`config.mk`:
```
export PLATFORM = sky130hd
export DESIGN_NAME = fpga_mode_sequencer_flat
export DESIGN_NICKNAME = d
export VERILOG_FILES = /design/src/rtl/fpga_mode_pkg.sv /design/src/rtl/fpga_mode_if.sv /design/src/rtl/fpga_mode_sync_ff.sv /design/src/rtl/fpga_mode_sequencer.sv /design/src/flat_wrapper.sv
export SDC_FILE = /design/constraint.sdc
export NUM_CORES = 1
export LEC_CHECK = 0
export CAP_MARGIN = 5
export CORE_MARGIN = 3
export CORE_UTILIZATION = 60
export DETAILED_ROUTE_END_ITERATION = 6
export MAX_ROUTING_LAYER = met4
export PLACE_DENSITY_LB_ADDON = 0.25
export SLEW_MARGIN = 20
export SYNTH_ARGS = -nofsm -noshare
export SYNTH_HDL_FRONTEND = slang
export SYNTH_SLANG_ARGS = --single-unit
export TNS_END_PERCENT = 10
```
`constraint.sdc`:
```
create_clock -name pck0 -period 3.4 [get_ports pck0]
set_clock_uncertainty 0.05 [all_clocks]
set_input_delay 0.51 -clock pck0 [delete_from_list [all_inputs] [get_ports pck0]]
set_output_delay 0.51 -clock pck0 [all_outputs]
set_load 0.005 [all_outputs]
```
`src/rtl/fpga_mode_pkg.sv`:
```
// Shared state encoding, mode values, default cycle counts and output bundle
// for the FPGA mode changeover sequencer.
package fpga_mode_pkg;

  localparam int unsigned ST_W = 3;

  localparam logic [ST_W-1:0] INIT     = 3'd0;
  localparam logic [ST_W-1:0] STABLE   = 3'd1;
  localparam logic [ST_W-1:0] DEBOUNCE = 3'd2;
  localparam logic [ST_W-1:0] WAIT_SPI = 3'd3;
  localparam logic [ST_W-1:0] QUIESCE  = 3'd4;
  localparam logic [ST_W-1:0] SWAP     = 3'd5;
  localparam logic [ST_W-1:0] SETTLE   = 3'd6;

  localparam logic MODE_HF = 1'b1;
  localparam logic MODE_LF = 1'b0;

  localparam int unsigned DEF_SYNC_STAGES     = 2;
  localparam int unsigned DEF_DEBOUNCE_CYCLES = 1024;
  localparam int unsigned DEF_QUIESCE_CYCLES  = 256;
  localparam int unsigned DEF_RESET_CYCLES    = 16;
  localparam int unsigned DEF_CNT_W           = 16;

  typedef struct packed {
    logic mode_sel;
    logic hf_rst;
    logic lf_rst;
    logic out_blank;
    logic busy;
    logic mode_changed;
  } seq_out_t;

  localparam seq_out_t OUT_RST = '{mode_sel: MODE_LF, hf_rst: 1'b1, lf_rst: 1'b1,
                                   out_blank: 1'b1, busy: 1'b1, mode_changed: 1'b0};

endpackage

```
`src/rtl/fpga_mode_if.sv`:
```
// Mode strap / SPI select inputs and mux-select, core-reset and blanking outputs.
interface fpga_mode_if;
  logic fpga_switch_raw;
  logic ncs;
  logic mode_sel;
  logic hf_rst;
  logic lf_rst;
  logic out_blank;
  logic busy;
  logic mode_changed;

  modport master (
    output fpga_switch_raw, ncs,
    input  mode_sel, hf_rst, lf_rst, out_blank, busy, mode_changed
  );

  modport slave (
    input  fpga_switch_raw, ncs,
    output mode_sel, hf_rst, lf_rst, out_blank, busy, mode_changed
  );
endinterface

```
`src/rtl/fpga_mode_sync_ff.sv`:
```
// STAGES-deep synchroniser for an asynchronous board strap; reusable for other straps.
module sync_ff #(
  parameter int unsigned STAGES = 2
) (
  input  logic clk,
  input  logic rst,
  input  logic d,
  output logic q
);

  logic [STAGES-1:0] sync_q;
  logic [STAGES-1:0] sync_d;

  always_comb sync_d = {sync_q[STAGES-2:0], d};

  always_ff @(posedge clk) begin
    if (rst) sync_q <= '0;
    else     sync_q <= sync_d;
  end

  assign q = sync_q[STAGES-1];

endmodule

```
`src/rtl/fpga_mode_sequencer.sv`:
```
// Debounces the HF/LF mode strap and performs a blanked, glitch-free mux
// select changeover followed by a held reset of the newly selected core.
module fpga_mode_sequencer
  import fpga_mode_pkg::*;
#(
  parameter int unsigned SYNC_STAGES     = DEF_SYNC_STAGES,
  parameter int unsigned DEBOUNCE_CYCLES = DEF_DEBOUNCE_CYCLES,
  parameter int unsigned QUIESCE_CYCLES  = DEF_QUIESCE_CYCLES,
  parameter int unsigned RESET_CYCLES    = DEF_RESET_CYCLES,
  parameter int unsigned CNT_W           = DEF_CNT_W
) (
  input  logic         pck0,
  input  logic         rst,
  fpga_mode_if.slave   bus
);

  localparam longint unsigned CNT_SPAN = 64'd1 << CNT_W;

  if (SYNC_STAGES < 2) begin : g_bad_sync
    $error("SYNC_STAGES must be at least 2");
  end
  if (DEBOUNCE_CYCLES < 1 || 64'(DEBOUNCE_CYCLES) > CNT_SPAN) begin : g_bad_deb
    $error("DEBOUNCE_CYCLES out of range for CNT_W");
  end
  if (QUIESCE_CYCLES < 1 || 64'(QUIESCE_CYCLES) > CNT_SPAN) begin : g_bad_qui
    $error("QUIESCE_CYCLES out of range for CNT_W");
  end
  if (RESET_CYCLES < 1 || 64'(RESET_CYCLES) > CNT_SPAN) begin : g_bad_rst
    $error("RESET_CYCLES out of range for CNT_W");
  end

  localparam logic [CNT_W-1:0] DEB_LOAD = CNT_W'(DEBOUNCE_CYCLES - 1);
  localparam logic [CNT_W-1:0] QUI_LOAD = CNT_W'(QUIESCE_CYCLES - 1);
  localparam logic [CNT_W-1:0] RST_LOAD = CNT_W'(RESET_CYCLES - 1);
  localparam logic [CNT_W-1:0] FILL_END = CNT_W'(SYNC_STAGES);

  logic             sw_s;
  logic [ST_W-1:0]  state_q, state_d;
  logic [CNT_W-1:0] cnt_q, cnt_d, cnt_dec;
  logic             from_init_q, from_init_d;
  seq_out_t         out_q, out_d;
  logic             hold;

  sync_ff #(.STAGES(SYNC_STAGES)) u_sync (
    .clk (pck0),
    .rst (rst),
    .d   (bus.fpga_switch_raw),
    .q   (sw_s)
  );

  // Next state, counter and registered output values.
  always_comb begin
    state_d            = state_q;
    cnt_d              = cnt_q;
    from_init_d        = from_init_q;
    out_d              = out_q;
    out_d.mode_changed = 1'b0;
    cnt_dec            = (cnt_q == '0) ? '0 : cnt_q - CNT_W'(1);

    case (state_q)
      INIT: begin
        if (cnt_q == FILL_END) begin
          out_d.mode_sel = sw_s;
          cnt_d          = RST_LOAD;
          from_init_d    = 1'b1;
          state_d        = SETTLE;
        end else begin
          cnt_d = cnt_q + CNT_W'(1);
        end
      end
      STABLE: begin
        if (sw_s != out_q.mode_sel) begin
          cnt_d   = DEB_LOAD;
          state_d = DEBOUNCE;
        end
      end
      DEBOUNCE: begin
        if (sw_s == out_q.mode_sel) state_d = STABLE;
        else if (cnt_q == '0)       state_d = WAIT_SPI;
        else                        cnt_d   = cnt_dec;
      end
      WAIT_SPI: begin
        if (bus.ncs) begin
          cnt_d   = QUI_LOAD;
          state_d = QUIESCE;
        end
      end
      QUIESCE: begin
        if (cnt_q == '0) begin
          out_d.mode_sel = ~out_q.mode_sel;
          state_d        = SWAP;
        end else begin
          cnt_d = cnt_dec;
        end
      end
      SWAP: begin
        cnt_d       = RST_LOAD;
        from_init_d = 1'b0;
        state_d     = SETTLE;
      end
      SETTLE: begin
        if (cnt_q == '0) begin
          out_d.mode_changed = ~from_init_q;
          state_d            = STABLE;
        end else begin
          cnt_d = cnt_dec;
        end
      end
      default: begin
        cnt_d   = '0;
        state_d = INIT;
      end
    endcase

    // Both cores held in reset around the swap; outputs blanked from QUIESCE on.
    hold            = (state_d == INIT) || (state_d == SWAP) || (state_d == SETTLE);
    out_d.out_blank = hold || (state_d == QUIESCE);
    out_d.hf_rst    = hold || (out_d.mode_sel != MODE_HF);
    out_d.lf_rst    = hold || (out_d.mode_sel != MODE_LF);
    out_d.busy      = (state_d != STABLE);
  end

  always_ff @(posedge pck0) begin
    if (rst) begin
      state_q     <= INIT;
      cnt_q       <= '0;
      from_init_q <= 1'b0;
      out_q       <= OUT_RST;
    end else begin
      state_q     <= state_d;
      cnt_q       <= cnt_d;
      from_init_q <= from_init_d;
      out_q       <= out_d;
    end
  end

  assign bus.mode_sel     = out_q.mode_sel;
  assign bus.hf_rst       = out_q.hf_rst;
  assign bus.lf_rst       = out_q.lf_rst;
  assign bus.out_blank    = out_q.out_blank;
  assign bus.busy         = out_q.busy;
  assign bus.mode_changed = out_q.mode_changed;

endmodule

```
`src/flat_wrapper.sv`:
```
// flat-port wrapper written by rule: the top's interface ports become plain ports
module fpga_mode_sequencer_flat import fpga_mode_pkg::*;
#(
  parameter int unsigned SYNC_STAGES     = DEF_SYNC_STAGES,
  parameter int unsigned DEBOUNCE_CYCLES = DEF_DEBOUNCE_CYCLES,
  parameter int unsigned QUIESCE_CYCLES  = DEF_QUIESCE_CYCLES,
  parameter int unsigned RESET_CYCLES    = DEF_RESET_CYCLES,
  parameter int unsigned CNT_W           = DEF_CNT_W
)
  (pck0, rst, bus_fpga_switch_raw, bus_ncs, bus_mode_sel, bus_hf_rst, bus_lf_rst, bus_out_blank, bus_busy, bus_mode_changed);
  fpga_mode_if bus_i ();
  input  logic pck0;
  input  logic rst;
  input wire logic [$bits(bus_i.fpga_switch_raw)-1:0] bus_fpga_switch_raw;
  input wire logic [$bits(bus_i.ncs)-1:0] bus_ncs;
  output wire logic [$bits(bus_i.mode_sel)-1:0] bus_mode_sel;
  output wire logic [$bits(bus_i.hf_rst)-1:0] bus_hf_rst;
  output wire logic [$bits(bus_i.lf_rst)-1:0] bus_lf_rst;
  output wire logic [$bits(bus_i.out_blank)-1:0] bus_out_blank;
  output wire logic [$bits(bus_i.busy)-1:0] bus_busy;
  output wire logic [$bits(bus_i.mode_changed)-1:0] bus_mode_changed;
  assign bus_i.fpga_switch_raw = bus_fpga_switch_raw;
  assign bus_i.ncs = bus_ncs;
  assign bus_mode_sel = bus_i.mode_sel;
  assign bus_hf_rst = bus_i.hf_rst;
  assign bus_lf_rst = bus_i.lf_rst;
  assign bus_out_blank = bus_i.out_blank;
  assign bus_busy = bus_i.busy;
  assign bus_mode_changed = bus_i.mode_changed;
  fpga_mode_sequencer #(.SYNC_STAGES(SYNC_STAGES), .DEBOUNCE_CYCLES(DEBOUNCE_CYCLES), .QUIESCE_CYCLES(QUIESCE_CYCLES), .RESET_CYCLES(RESET_CYCLES), .CNT_W(CNT_W)) u_core (.pck0(pck0), .rst(rst), .bus(bus_i));
endmodule
```
==> impl_metrics.env <==
export IMPL_result_of_the_run="finished, final reports clean"
export IMPL_timing_slew_headroom_pct=39.9
export IMPL_first_global_vias=1810
export IMPL_final_area_um2=2130
export IMPL_yosys_most_used_dff="sky130_fd_sc_hd__dfxtp_1"
export IMPL_design_core_area_um2=3100
export IMPL_number_of_nets_in_the_synthesized_netlist=274
export IMPL_peak_clock_frequency_supported_by_timing_mhz=336
export IMPL_worstSetupEndpointType="flip-flop"
export IMPL_grt_first_pass_wirelength_um=8680
export IMPL_postRouteWirelength_um=5000
export IMPL_finalNetCount=271
export IMPL_syn_cell_area_um2=1980
export IMPL_static_leakage_power_nw=0.770
export IMPL_cts_sinks=28
export IMPL_clockBufferDepth=2
export IMPL_post_cts_resized_instances=0
export IMPL_period_minus_slack_ns=2.97
export IMPL_critPathKind="flip-flop to flip-flop"
export IMPL_globalRouteMet1Util_pct=39.4
export IMPL_worst_r2r_cell_count=7
export IMPL_die_area_um2=4030
export IMPL_worst_skew_pair_late_latency_ns=0.35
export IMPL_rows=20
export IMPL_cts_root_buf="sky130_fd_sc_hd__clkbuf_4"
export IMPL_cp_startpoint="u_core.cnt_q[0]$_SDFFE_PP0P_"
export IMPL_hp_start="u_core.u_sync.sync_q[0]$_SDFF_PP0_"
export IMPL_setup_worst_path_end="u_core.bus.busy$_SDFF_PP1_"
export IMPL_slew_viol_final=0
export IMPL_report_final_setup_viol=0
export IMPL_floorplan_initialDensity_pct=64.0
export IMPL_detail_route_iter0_violations=166
export IMPL_place_congestion=0.933
export IMPL_yosys_cell_types_count=56
export IMPL_synth_sequential_area_ratio_pct=28.2
export IMPL_synth_seq_cells=28
export IMPL_die_width_um=63.5
export IMPL_post_synthesis_cell_type_with_the_largest_combined_area="sky130_fd_sc_hd__dfxtp_1"
export IMPL_rr_startpoint="u_core.cnt_q[0]$_SDFFE_PP0P_"
export IMPL_antenna_found_initial=0
export IMPL_yosys_area_top_type_share_pct=28.2
export IMPL_antenna_left=0
export IMPL_global_route_usage_met2_pct=37.7
export IMPL_numPortBuffers=9
export IMPL_fillers=284
export IMPL_global_route_usage_met3_pct=4.10
export IMPL_hold_path_class="flip-flop to flip-flop"
export IMPL_netlist_instances=266
export IMPL_grt_util_all_layers_pct=27.4
export IMPL_finalPower_mw=2.39
export IMPL_tritoncts="done"
export IMPL_synth_yosys_warnings=0
export IMPL_ys_top_cells_by_area="sky130_fd_sc_hd__dfxtp_1, sky130_fd_sc_hd__a21oi_1, sky130_fd_sc_hd__nor3_1"
export IMPL_postSynthAreaPerCell_um2=7.46
export IMPL_holdBufCountCts=0
export IMPL_most_common_layout_cells="sky130_fd_sc_hd__dfxtp_1, sky130_fd_sc_hd__a21oi_1, sky130_fd_sc_hd__nand2_1"
export IMPL_hold_viol_final=0
export IMPL_worst_ir_drop_vdd_mv=0.585
export IMPL_postLayoutCoreUtil_pct=68.6
export IMPL_worst_ep_arrival_ns=3.16
export IMPL_rsz0062_at_grt="false"
export IMPL_die_h_um=63.5
export IMPL_most_common_cell_after_layout_fill_and_taps_aside="sky130_fd_sc_hd__dfxtp_1"
export IMPL_postPlaceCellArea_um2=2080
export IMPL_fin_setup_tns_ns=0
export IMPL_setup_worst_path_start_class="flip-flop"
export IMPL_asyncSetResetFlopFracSynth_pct=0
export IMPL_power_per_cell_area_nw_per_um2=1120
export IMPL_regToRegEndpoint="u_core.bus.busy$_SDFF_PP1_"
export IMPL_cp_data_required_time_ns=3.58
export IMPL_most_heavily_used_metal_layer_in_global_routing="met1"
export IMPL_post_cts_setup_buffer_count=0
export IMPL_h_tree_depth=1
export IMPL_period_share_pct=87.5
export IMPL_detail_route_wl_per_cell_um=16.3
export IMPL_setup_slack_ns=0.426
export IMPL_pin_count_of_the_biggest_net_entering_global_routing=21
export IMPL_area_growth_syn_to_layout_pct=7.31
export IMPL_insertedDiodeCount=0
export IMPL_total_drc_errors_in_the_routed_layout=0
export IMPL_dp_slack_ns=0.513
export IMPL_synth_enable_flop_cells=0
export IMPL_count_of_vias_placed_by_the_detailed_router=2034
export IMPL_cts_inserted_buffers=3
export IMPL_detailedRoute_firstPassIterationCount=4
export IMPL_worst_path_max_fanout=18
export IMPL_drive_gt1_share_pct=7.63
export IMPL_worst_slew_pin_transition_ns=0.899
export IMPL_clk_pin_slew_worst_paths_ns=0.16
export IMPL_timing_reg2reg_setup_slack_ns=0.43
export IMPL_congestion_overflow_gr=0
export IMPL_via_per_inst=6.65
export IMPL_dp_hpwl_um=3550
export IMPL_io_pins=10
export IMPL_cap_viol_max_count=0
## cells in the mapped netlist (2+ instances only)
cell and n:
sky130_fd_sc_hd__a22oi_1 4, sky130_fd_sc_hd__a211oi_1 2, sky130_fd_sc_hd__nand2b_1 2, sky130_fd_sc_hd__nor2_1 19
sky130_fd_sc_hd__nand4_1 6, sky130_fd_sc_hd__ha_1 4, sky130_fd_sc_hd__dfxtp_1 28, sky130_fd_sc_hd__a21oi_1 21
sky130_fd_sc_hd__nand2_1 20, sky130_fd_sc_hd__or4_4 2, sky130_fd_sc_hd__nor4_1 8, sky130_fd_sc_hd__o32ai_1 2
sky130_fd_sc_hd__inv_1 7, sky130_fd_sc_hd__and3_1 4, sky130_fd_sc_hd__xnor2_1 2, sky130_fd_sc_hd__nand3_1 11
sky130_fd_sc_hd__or4b_2 2, sky130_fd_sc_hd__o21a_1 2, sky130_fd_sc_hd__mux2i_1 2, sky130_fd_sc_hd__or3b_1 2
sky130_fd_sc_hd__o21ai_1 9, sky130_fd_sc_hd__o21ai_0 14, sky130_fd_sc_hd__a31oi_1 2, sky130_fd_sc_hd__nand3b_1 4
sky130_fd_sc_hd__o22ai_1 3, sky130_fd_sc_hd__nor3_1 16, sky130_fd_sc_hd__xor2_1 6, sky130_fd_sc_hd__clkbuf_1 21
sky130_fd_sc_hd__nor2b_1 2, sky130_fd_sc_hd__or2_2 2, sky130_fd_sc_hd__nor3b_1 2, sky130_fd_sc_hd__or3_1 2
sky130_fd_sc_hd__a211o_1 3, sky130_fd_sc_hd__o211a_1 3, sky130_fd_sc_hd__buf_6 2, sky130_fd_sc_hd__or4_1 5
## state kept, by name, indices dropped and copies added, names as in the netlist
| signal | count |
|---|---|
| u_core.bus.out_blank | 1 |
| u_core.bus.busy | 1 |
| u_core.state_q | 3 |
| u_core.bus.lf_rst | 1 |
| u_core.bus.hf_rst | 1 |
| u_core.u_sync.sync_q | 2 |
| u_core.bus.mode_sel | 1 |
| u_core.bus.mode_changed | 1 |
| u_core.from_init_q | 1 |
| u_core.cnt_q | 16 |
## worst max-delay path: stages (launching register included)
cell and delay, ns:
sky130_fd_sc_hd__dfxtp_1 0.40, sky130_fd_sc_hd__inv_1 0.14, sky130_fd_sc_hd__ha_1 0.19, sky130_fd_sc_hd__or4b_2 0.63
sky130_fd_sc_hd__or4_4 0.46, sky130_fd_sc_hd__o32a_1 0.45, sky130_fd_sc_hd__nor2_1 0.41, sky130_fd_sc_hd__nand3_1 0.13
## kinds of logic (layout without fill, tap and decap cells)
family | after synthesis | count (layout) | synth area share [%]
AND/OR/NAND/NOR | 114 | 114 | 32.3
AO/OA/AOI/OAI | 79 | 79 | 25.7
adder cells (fa/ha/maj) | 4 | 4 | 2.52
multiplexers | 2 | 2 | 1.01
buffers and inverters | 31 | 27 | 6.62
flip-flops | 28 | 28 | 28.2
XOR/XNOR | 8 | 8 | 3.53
## worst min path at each step
stage,endpoint,cells after the start
2_1_floorplan,u_core.u_sync.sync_q[1]$_SDFF_PP0_,1
3_3_place_gp,u_core.u_sync.sync_q[1]$_SDFF_PP0_,1
3_5_place_dp,u_core.u_sync.sync_q[1]$_SDFF_PP0_,1
4_1_cts,u_core.u_sync.sync_q[1]$_SDFF_PP0_,1
5_1_grt,u_core.u_sync.sync_q[1]$_SDFF_PP0_,1
6_report,u_core.u_sync.sync_q[1]$_SDFF_PP0_,1
## where the power goes
| group | switching (mW) | internal [mW] | leakage (nW) | total (mW) |
|---|---|---|---|---|
| logic | 0.884 | 0.651 | 0.513 | 1.53 |
| registers | 0.194 | 0.430 | 0.229 | 0.624 |
| clock network | 0.108 | 0.120 | 0.0279 | 0.228 |
| total | 1.19 | 1.20 | 0.770 | 2.39 |
## per-stage QoR
step	cells	hold slack, ns
floorplan	266	0.364
global placement	302	0.368
detailed placement	302	0.379
CTS	306	0.411
global route	306	0.421
finish	306	0.410
## final cells by class
class	count	area [µm²]	area share, %
well taps	44	55.1	2.59
inverters	7	26.3	1.23
repair buffers	16	143	6.70
clock inverters	1	30.0	1.41
multi-input cells	207	1290	60.7
flip-flops and latches	28	561	26.3
clock buffers	3	22.5	1.06
## per-layer routing
metal  up-vias  part of all wire, %  routed length [µm]
met3        16                  9.0                 452
met2       106                   43                2150
met1       925                   45                2260
met5         -                    0                   0
met4         0                  2.7                 133
li1        987                    -                   -
(Power assumes the default switching activity.)
